## src/rtl/data_mem_master_pkg.sv

```systemverilog
// rtl/data_mem_master_pkg.sv - FSM encoding and timeout counter sizing for data_mem_master
package data_mem_master_pkg;

  localparam logic [1:0] S_IDLE  = 2'd0;
  localparam logic [1:0] S_WRITE = 2'd1;
  localparam logic [1:0] S_READ  = 2'd2;
  localparam logic [1:0] S_GAP   = 2'd3;

  localparam int DEFAULT_TIMEOUT = 15;

  function automatic int cntWidth(input int limit);
    return (limit < 1) ? 1 : $clog2(limit + 1);
  endfunction

endpackage

```

## src/rtl/data_mem_master_req_skid_buf.sv

```systemverilog
// rtl/data_mem_master_req_skid_buf.sv - single-entry pending-request slot {write, addr, wdata}
module data_mem_master_req_skid_buf #(
  parameter int width  = 8,
  parameter int length = 8
) (
  input  logic              clk,
  input  logic              clr,
  input  logic              inValid,
  output logic              inReady,
  input  logic              inWrite,
  input  logic [length-1:0] inAddr,
  input  logic [width-1:0]  inData,
  output logic              outValid,
  input  logic              outReady,
  output logic              outWrite,
  output logic [length-1:0] outAddr,
  output logic [width-1:0]  outData
);

  // Holds inReady low through reset and until the first edge after release.
  logic live;

  always_ff @(posedge clk or posedge clr) begin
    if (clr) begin
      live     <= 1'b0;
      outValid <= 1'b0;
      outWrite <= 1'b0;
      outAddr  <= '0;
      outData  <= '0;
    end else begin
      live <= 1'b1;
      if (inValid && inReady) begin
        outValid <= 1'b1;
        outWrite <= inWrite;
        outAddr  <= inAddr;
        outData  <= inData;
      end else if (outReady && outValid) begin
        outValid <= 1'b0;
      end
    end
  end

  assign inReady = live && !outValid;

endmodule

```

## src/rtl/data_mem_master.sv

```systemverilog
// rtl/data_mem_master.sv - data-RAM initiator: core load/store requests to RAM strobes, with pending slot and read timeout
module data_mem_master
  import data_mem_master_pkg::*;
#(
  parameter int width   = 8,
  parameter int length  = 8,
  parameter int timeout = DEFAULT_TIMEOUT
) (
  input  logic              clk,
  input  logic              clr,
  input  logic              req_valid,
  output logic              req_ready,
  input  logic              req_write,
  input  logic [length-1:0] req_addr,
  input  logic [width-1:0]  req_wdata,
  output logic              rsp_valid,
  output logic [width-1:0]  rsp_rdata,
  output logic              rsp_err,
  output logic              ram_writeEnable,
  output logic              ram_readEnable,
  output logic [length-1:0] ram_addr,
  output logic [length-1:0] ram_readAddr,
  output logic [width-1:0]  ram_writeData,
  input  logic              ram_dataReady,
  input  logic [width-1:0]  ram_readData
);

  localparam int cntW = cntWidth(timeout);
  localparam logic [cntW-1:0] lastWait = cntW'(timeout - 1);

  logic [1:0]        state;
  logic [cntW-1:0]   waitCnt;
  logic              slotValid;
  logic              slotWrite;
  logic [length-1:0] slotAddr;
  logic [width-1:0]  slotData;

  logic              accept;
  logic              push;
  logic              freeForOp;
  logic              startSlot;
  logic              startOp;
  logic              opWrite;
  logic [length-1:0] opAddr;
  logic [width-1:0]  opData;

  assign accept    = req_valid && req_ready;
  assign push      = accept && (state != S_IDLE);
  assign freeForOp = (state == S_IDLE) || (state == S_WRITE) || (state == S_GAP);
  // The slot always wins; a new request only starts directly from an empty IDLE.
  assign startSlot = freeForOp && slotValid;
  assign startOp   = startSlot || ((state == S_IDLE) && accept);
  assign opWrite   = startSlot ? slotWrite : req_write;
  assign opAddr    = startSlot ? slotAddr  : req_addr;
  assign opData    = startSlot ? slotData  : req_wdata;

  data_mem_master_req_skid_buf #(
    .width  (width),
    .length (length)
  ) slotBuf (
    .clk      (clk),
    .clr      (clr),
    .inValid  (push),
    .inReady  (req_ready),
    .inWrite  (req_write),
    .inAddr   (req_addr),
    .inData   (req_wdata),
    .outValid (slotValid),
    .outReady (startSlot),
    .outWrite (slotWrite),
    .outAddr  (slotAddr),
    .outData  (slotData)
  );

  always_ff @(posedge clk or posedge clr) begin
    if (clr) begin
      state           <= S_IDLE;
      waitCnt         <= '0;
      rsp_valid       <= 1'b0;
      rsp_rdata       <= '0;
      rsp_err         <= 1'b0;
      ram_writeEnable <= 1'b0;
      ram_readEnable  <= 1'b0;
      ram_addr        <= '0;
      ram_readAddr    <= '0;
      ram_writeData   <= '0;
    end else begin
      rsp_valid       <= 1'b0;
      rsp_err         <= 1'b0;
      ram_writeEnable <= 1'b0;
      case (state)
        S_READ: begin
          if (ram_dataReady) begin
            rsp_rdata      <= ram_readData;
            rsp_valid      <= 1'b1;
            ram_readEnable <= 1'b0;
            state          <= S_GAP;
          end else if (waitCnt == lastWait) begin
            rsp_valid      <= 1'b1;
            rsp_err        <= 1'b1;
            ram_readEnable <= 1'b0;
            waitCnt        <= '0;
            state          <= S_GAP;
          end else begin
            waitCnt <= waitCnt + 1'b1;
          end
        end
        default: begin
          if (state == S_WRITE) begin
            rsp_valid <= 1'b1;
          end
          if (startOp) begin
            waitCnt <= '0;
            if (opWrite) begin
              state           <= S_WRITE;
              ram_writeEnable <= 1'b1;
              ram_addr        <= opAddr;
              ram_writeData   <= opData;
            end else begin
              state          <= S_READ;
              ram_readEnable <= 1'b1;
              ram_readAddr   <= opAddr;
            end
          end else begin
            state <= S_IDLE;
          end
        end
      endcase
    end
  end

endmodule

```

## config.mk

```make
export PLATFORM = sky130hd
export DESIGN_NAME = data_mem_master
export DESIGN_NICKNAME = d
export VERILOG_FILES = /design/src/rtl/data_mem_master_pkg.sv /design/src/rtl/data_mem_master_req_skid_buf.sv /design/src/rtl/data_mem_master.sv
export SDC_FILE = /design/constraint.sdc
export NUM_CORES = 1
export LEC_CHECK = 0
export CAP_MARGIN = 20
export CORE_UTILIZATION = 49
export DETAILED_ROUTE_END_ITERATION = 8
export GPL_TIMING_DRIVEN = 0
export PLACE_DENSITY = 0.8
export SLEW_MARGIN = 20
export SYNTH_ARGS = -nofsm -noshare
export SYNTH_HDL_FRONTEND = slang
export SYNTH_HIERARCHICAL = 1
export SYNTH_SLANG_ARGS = --single-unit
```

## constraint.sdc

```tcl
create_clock -name clk -period 1.8 [get_ports clk]
set_input_delay 0.36 -clock clk [delete_from_list [all_inputs] [get_ports clk]]
set_output_delay 0.36 -clock clk [all_outputs]
set_load 0.01 [all_outputs]
```

==> impl_results.md, run 1 <==
* Synth unique cells at 40
* Worst-skew pair later-pin latency at 330 ps
* R2R Path Start: slotBuf/outValid
* Ys flop type: dfrtp_1
* Most frequent cells in the layout: 64 x clkdlybuf4s50_1, 60 x dfrtp_1, 16 x o21a_1, 16 x mux2_2, 12 x o22a_1
* Worst setup SP type: flip-flop
* Number of diodes at 0
* Worst min-delay path class: in -> async
* Synth Register Bits at 61
* Layout cell share with drive strength beyond 1 at 24.7%
* Xor-xnor portion of the synthesized cell area at 0%
* Placed cell areas at 3420 µm²
* Die W at 75.7 µm
* Dpl ws at -137 ps
* Initial Util at 51.5%
* Asr flop ratio synth at 100%
* Core ar. at 5170 µm²
* Die footprint at 5730 µm²
* FP Rows at 26
* Post-route DRC at 0
* Number of global-route vias before repair at 1782
* 1st-pass router iterations at 4
* HPWL after DPL at 3700 µm
* Adder-cell share of the synthesized area at 0.940%
* M1 GR Usage at 26.1%
* Crit path from: slotBuf/outValid
* Crit Path Category: reg -> reg
* Initial antenna violation count at 0
* CTS clk-pin slew, worst paths at 70 ps
* Mux share of post-synthesis cell area at 11.8%
* 1st-iter DRT viols at 86
* GRT busiest layer: met2
* Min Tclk post-route at 1670 ps
* Final Cell Area at 3690 µm²
* Largest net degree at the start of global routing at 32
* Yosys top cell area share at 57.4%
* Worst vdd ir at 0.850 mV
* Clock sink count at 61
* Synth area leaders: dfrtp_1 57%, mux2_2 6.8%, mux2_4 5.1%, o21a_1 4.5%, o22a_1 3.9%
* Mapped Nets at 219
* CTS tree: yes
* Post-synthesis cell area at 2660 µm²
* Number of synthesized flops with an enable pin at 0
* Pins Over Slew Limit at 0
* Clk root buf: clkbuf_8
* Area growth from synthesis to final layout at 38.5%
* RSZ-0062 raised after global routing: no
* CTS max path bufs at 2
* Die Span Y at 75.7 µm
* Worst clock skew at 9.16 ps
* Worst Path Arrival at 1890 ps
* Final worst slack at 131 ps
* Mapped Cells at 188
* Global route overflow at 0
* CTS buffer count at 9
* Final #Nets at 297
* Commonest non-fill, non-tap cell in the layout: clkdlybuf4s50_1
* Global-route wire length before repair at 8630 µm
* Post-CTS Hold Fix Bufs at 0
* Hold Violations, Final at 0
* Worst-path fanout max at 10
* Fin util at 71.3%
* Status: completed
* DRT antenna net count at 0
* Vias per cell at 5.33
* Met2 Use GR at 35.7%
* Filler Cell Count at 361
* Avg Cell Area, Syn at 14.2 µm²
* Sequential share of the synthesized area at 57.4%
* LEAKAGE at 1.58 nW
* Critical path endpoint category: flip-flop
* Largest family of logic cells by synthesized area: compound AO/OA/AOI/OAI gates
* Max-cap check violation count at 0
* Ports at 66
* DR vias at 1818
* Synth Area in Simple Gates at 9.92%
* Synth Area in Compound Gates at 16.8%
* Total power at 6.44 mW
* Slew headroom at 49.5%
* WL final at 5570 µm
* Ys Warns at 6
* Tot GR Track Use at 21.2%
* IO Port Bufs at 65
* Pwr/cell area at 1750 nW/µm²
* Max frequency at 599 MHz
* Period utilization at 92.7%
* Met3 Use GR at 4.23%
* Final GP Congestion at 0.698
* Slew @ Worst Pin at 756 ps
* Most area-hungry cell type in the Yosys netlist: dfrtp_1
* H-tree depth at 3
* WL per Instance at 16.3 µm
* Critical path data required time at 2020 ps
* Final count of negative-setup-slack endpoints at 0
## Yosys cell counts (2+ instances only)
library cell  number
o21a_1            16
or2b_1             4
and3_1             2
o22a_1            12
o221a_1            8
nor2_1             2
nand3_4            2
nand2b_1           6
ha_1               2
buf_6              3
dfrtp_1           61
o21ai_0            4
nand3_1            2
mux2_2            16
inv_1              8
nand2_1            4
mux2_4             9
o22a_2             4
o21ai_1            2
## report_power, final
group	total, mW	switching, mW	internal, mW
combinational	2.51	0.956	1.55
sequential	2.41	0.394	2.01
clock	1.53	0.530	0.998
total	6.44	1.88	4.56
## cells by family (layout without fill, tap and decap cells)
group | Yosys count | in the layout
other cells | 1 | 1
buf+inv | 14 | 97
simple gates | 32 | 32
fa+ha+maj | 2 | 2
mux | 25 | 25
compound gates | 53 | 53
flops | 61 | 61
## critical path, cell delays in order, from the launching register on
cell and delay (ps):
dfrtp_2 390, and2b_2 240, and4bb_4 280, nand3_4 160
buf_6 190, o22a_1 180, o21a_1 100
## final timing paths
| path | to | slack [ps] | cells past startpoint |
|---|---|---|---|
| worst max register to register | ram_writeData[4] | 130 | 6 |
| worst min-delay path | rsp_rdata[7] | 340 | 2 |
| min in group clk | ram_addr[1] | 490 | 1 |
| worst min register to register | ram_addr[1] | 490 | 1 |
| worst max-delay path | ram_writeData[4] | 130 | 6 |
| max in group asynchronous | slotBuf/outValid | 740 | 2 |
## layer usage
| layer | share of wire [%] | vias up |
|---|---|---|
| met4 | 1.3 | 0 |
| met1 | 45 | 914 |
| li1 | - | 846 |
| met5 | 0 | - |
| met3 | 4.2 | 7 |
| met2 | 49 | 51 |
## repair_timing
action	4_1_cts	5_1_grt
buffers inserted	0	1
pin swaps	0	0
gates resized for setup	2	1
endpoints found under the setup margin	9	26
## sequential cells by signal, indices dropped and copies added (netlist names)
signal	flops
ram_addr	8
ram_readAddr	8
ram_writeData	8
rsp_rdata	8
slotBuf/outAddr	8
slotBuf/outData	8
waitCnt	4
state	2
ram_readEnable	1
ram_writeEnable	1
rsp_err	1
rsp_valid	1
slotBuf/live	1
slotBuf/outValid	1
slotBuf/outWrite	1
## area by class of cell
class | instances | area, µm² | area share, %
sequential | 61 | 1530 | 41.4
multi-input combinational | 113 | 1060 | 28.6
timing repair buffer | 67 | 677 | 18.4
clock buffer | 11 | 151 | 4.11
clock inverter | 5 | 106 | 2.89
tap | 70 | 87.6 | 2.38
buffer | 5 | 46.3 | 1.26
inverter | 9 | 33.8 | 0.916
## stage by stage
step / std cells / hold WS [ps] / TNS [ps]
floorplan: 188 / 311 / 0
finish: 341 / 338 / 0
global placement: 323 / 467 / -22170
global route: 341 / 358 / 0
CTS: 340 / 333 / 0
detailed placement: 324 / 479 / -2020
Note: power is estimated with default switching activity, not from simulation.
==> run 2: changes to the inputs <==
--- a/config.mk
+++ b/config.mk
@@ -6,10 +6,12 @@
 export NUM_CORES = 1
 export LEC_CHECK = 0
 export CAP_MARGIN = 20
+export CORE_MARGIN = 10
 export CORE_UTILIZATION = 49
 export DETAILED_ROUTE_END_ITERATION = 8
 export GPL_TIMING_DRIVEN = 0
 export PLACE_DENSITY = 0.8
+export SKIP_CTS_REPAIR_TIMING = 1
 export SLEW_MARGIN = 20
 export SYNTH_ARGS = -nofsm -noshare
 export SYNTH_HDL_FRONTEND = slang
==> constraint.sdc (replaced) <==
create_clock -name clk -period 1.8 [get_ports clk]
set_input_delay 0.27 -clock clk [delete_from_list [all_inputs] [get_ports clk]]
set_output_delay 0.27 -clock clk [all_outputs]
set_load 0.01 [all_outputs]
==> run 2 against run 1 <==
  * Routed wire length increased by 9.8%
  * Clock power decreased by 27%
  * First-iteration DRC count fell by 24%
  * Non-clock buffer count is 4 higher
  * Largest cell class unchanged
  * Critical endpoint is now ram_readAddr[5]
  * Die area is 53% higher
  * Critical path type unchanged
  * Sequential share of layout area grew 0.53 points
  * Count of clock-buffer cells in the layout rose by 3
  * Combinational power about the same
  * Total power is 6.4% lower
  * Via count up 1.7%
==> impl_results.md, run 2 (synthesis gave the netlist of run 1 again) <==
* Status: completed
* Worst-skew pair later-pin latency at 330 ps (about the same)
* Top delay family on crit path: simple AND/OR/NAND/NOR gates
* CTS max path bufs at 2 (unchanged)
* Fin util at 70.4% (-0.90 points)
* Met3 Use GR at 6.24% (+2.0 points)
* Met2 Use GR at 22.4% (-13 points)
* Final #Nets at 301 (+1.3%)
* LEAKAGE at 1.57 nW (-0.52%)
* Global-route wire length before repair at 9970 µm (+16%)
* Pwr/cell area at 1660 nW/µm² (-5.2%)
* Final GP Congestion at 0.780 (+12%)
* Slew @ Worst Pin at 733 ps (-24.0 ps)
* Ports at 66 (unchanged)
* Slew headroom at 51.1% (+1.6 points)
* Number of global-route vias before repair at 2011 (+13%)
* CTS clk-pin slew, worst paths at 70 ps (about the same)
* Max frequency at 577 MHz (-3.7%)
* Worst clock skew at 6.12 ps (-3.04 ps)
* DR vias at 1849 (+1.7%)
* 1st-pass router iterations at 4 (unchanged)
* Critical-path cell list: and2b_2 -> and4bb_4 -> nand3_4 -> nand2b_1 -> buf_4 -> o221a_1
* Critical path data required time at 2070 ps (+50 ps)
* 1st-iter DRT viols at 65 (-24%)
* Clock sink count at 61 (unchanged)
* Area growth from synthesis to final layout at 36.8%
* WL per Instance at 17.8 µm (+8.8%)
* Period utilization at 96.2% (+3.5 points)
* Number of diodes at 0 (unchanged)
* Global route overflow at 0 (unchanged)
* Min Tclk post-route at 1730 ps (+63.3 ps)
* Buf/Inv on CP at 1 (unchanged)
* WHS at 227 ps (-111 ps)
* Pins Over Slew Limit at 0 (unchanged)
* Worst min-delay path class: in -> async
* IO Port Bufs at 65 (unchanged)
* Footprint of the multi-input gates at 1060 µm² (unchanged)
* WL final at 6120 µm (+9.8%)
* Post-route DRC at 0 (unchanged)
* Commonest non-fill, non-tap cell in the layout: clkdlybuf4s50_1
* Tot GR Track Use at 14.6% (-6.7 points)
* Final count of negative-setup-slack endpoints at 0 (unchanged)
* Final Cell Area at 3640 µm² (-1.3%)
* Worst Path Arrival at 2000 ps (+110 ps)
* GRT busiest layer: met2
* Hold Violations, Final at 0 (unchanged)
* Die footprint at 8780 µm² (+53%)
* DRT antenna net count at 0 (unchanged)
* CTS tree: yes
* Placed cell areas at 3420 µm² (unchanged)
* FP Rows at 26 (unchanged)
* Initial antenna violation count at 0 (unchanged)
* Die W at 93.7 µm (+24%)
* Vias per cell at 5.38 (+0.82%)
* Filler Cell Count at 354 (-1.9%)
* Layout cell share with drive strength beyond 1 at 24.8% (+0.094 points)
* Core ar. at 5170 µm² (unchanged)
* Total power at 6.03 mW (-6.4%)
* CP max stage delay at 460 ps (+70 ps)
* Die Span Y at 93.7 µm (+24%)
* Total negative setup slack at 0 ps (unchanged)
* Crit Path Category: reg -> reg
* Critical path endpoint category: flip-flop
* Clk root buf: clkbuf_8
* Worst vdd ir at 0.883 mV (+3.9%)
* Worst-path fanout max at 10 (unchanged)
* HPWL after DPL at 4250 µm (+15%)
* Initial Util at 51.5% (unchanged)
* Most frequent cells in the layout: 64 x clkdlybuf4s50_1, 60 x dfrtp_1, 16 x o21a_1, 16 x mux2_2
* CTS buffer count at 9 (unchanged)
* Slowest library cell on the worst path: dfrtp_2
* Max-cap check violation count at 0 (unchanged)
* Largest net degree at the start of global routing at 33 (+3.1%)
* Worst setup SP type: flip-flop
* M1 GR Usage at 17.7% (-8.5 points)
* Register area at 1530 µm² (unchanged)
* H-tree depth at 3 (unchanged)
[run 2: worst paths after layout]
check | depth (start not counted) | slack (ps) | to | startpoint
worst min-delay path | 2 | 230 | ram_addr[2] | clr
worst max-delay path | 6 | 70 | ram_readAddr[5] | slotBuf/outValid
worst min register to register | 1 | 480 | ram_readEnable | ram_readEnable
worst max register to register | 6 | 70 | ram_readAddr[5] | slotBuf/outValid
min in group clk | 1 | 480 | ram_readEnable | ram_readEnable
max in group asynchronous | 2 | 870 | slotBuf/outValid | clr
[run 2: metrics by stage]
stage / cells / setup WS (ps)
6_report: 344 / 67.5
5_1_grt: 344 / -19.5
3_5_place_dp: 324 / -43.0
3_3_place_gp: 323 / -409
4_1_cts: 339 / -139
2_1_floorplan: 188 / 127
[run 2: metal layers]
layer  vias up  wire, µm
met3         8       481
met5         -         0
li1        861         -
met2        60      2860
met1       920      2730
met4         0        52
[run 2: layout make-up]
cell class                      instances  area share, %
Tap cell                               70           2.41
Clock buffer                           14           4.74
Clock inverter                          1          0.138
Buffer                                  5           1.27
Sequential cell                        61           42.0
Timing Repair Buffer                   71           19.5
Multi-Input combinational cell        113           29.0
Inverter                                9          0.928
[run 2: power by group]
part	internal, mW	switching (mW)
registers	2.02	0.395
clock network	0.604	0.501
logic	1.55	0.959
total	4.17	1.85
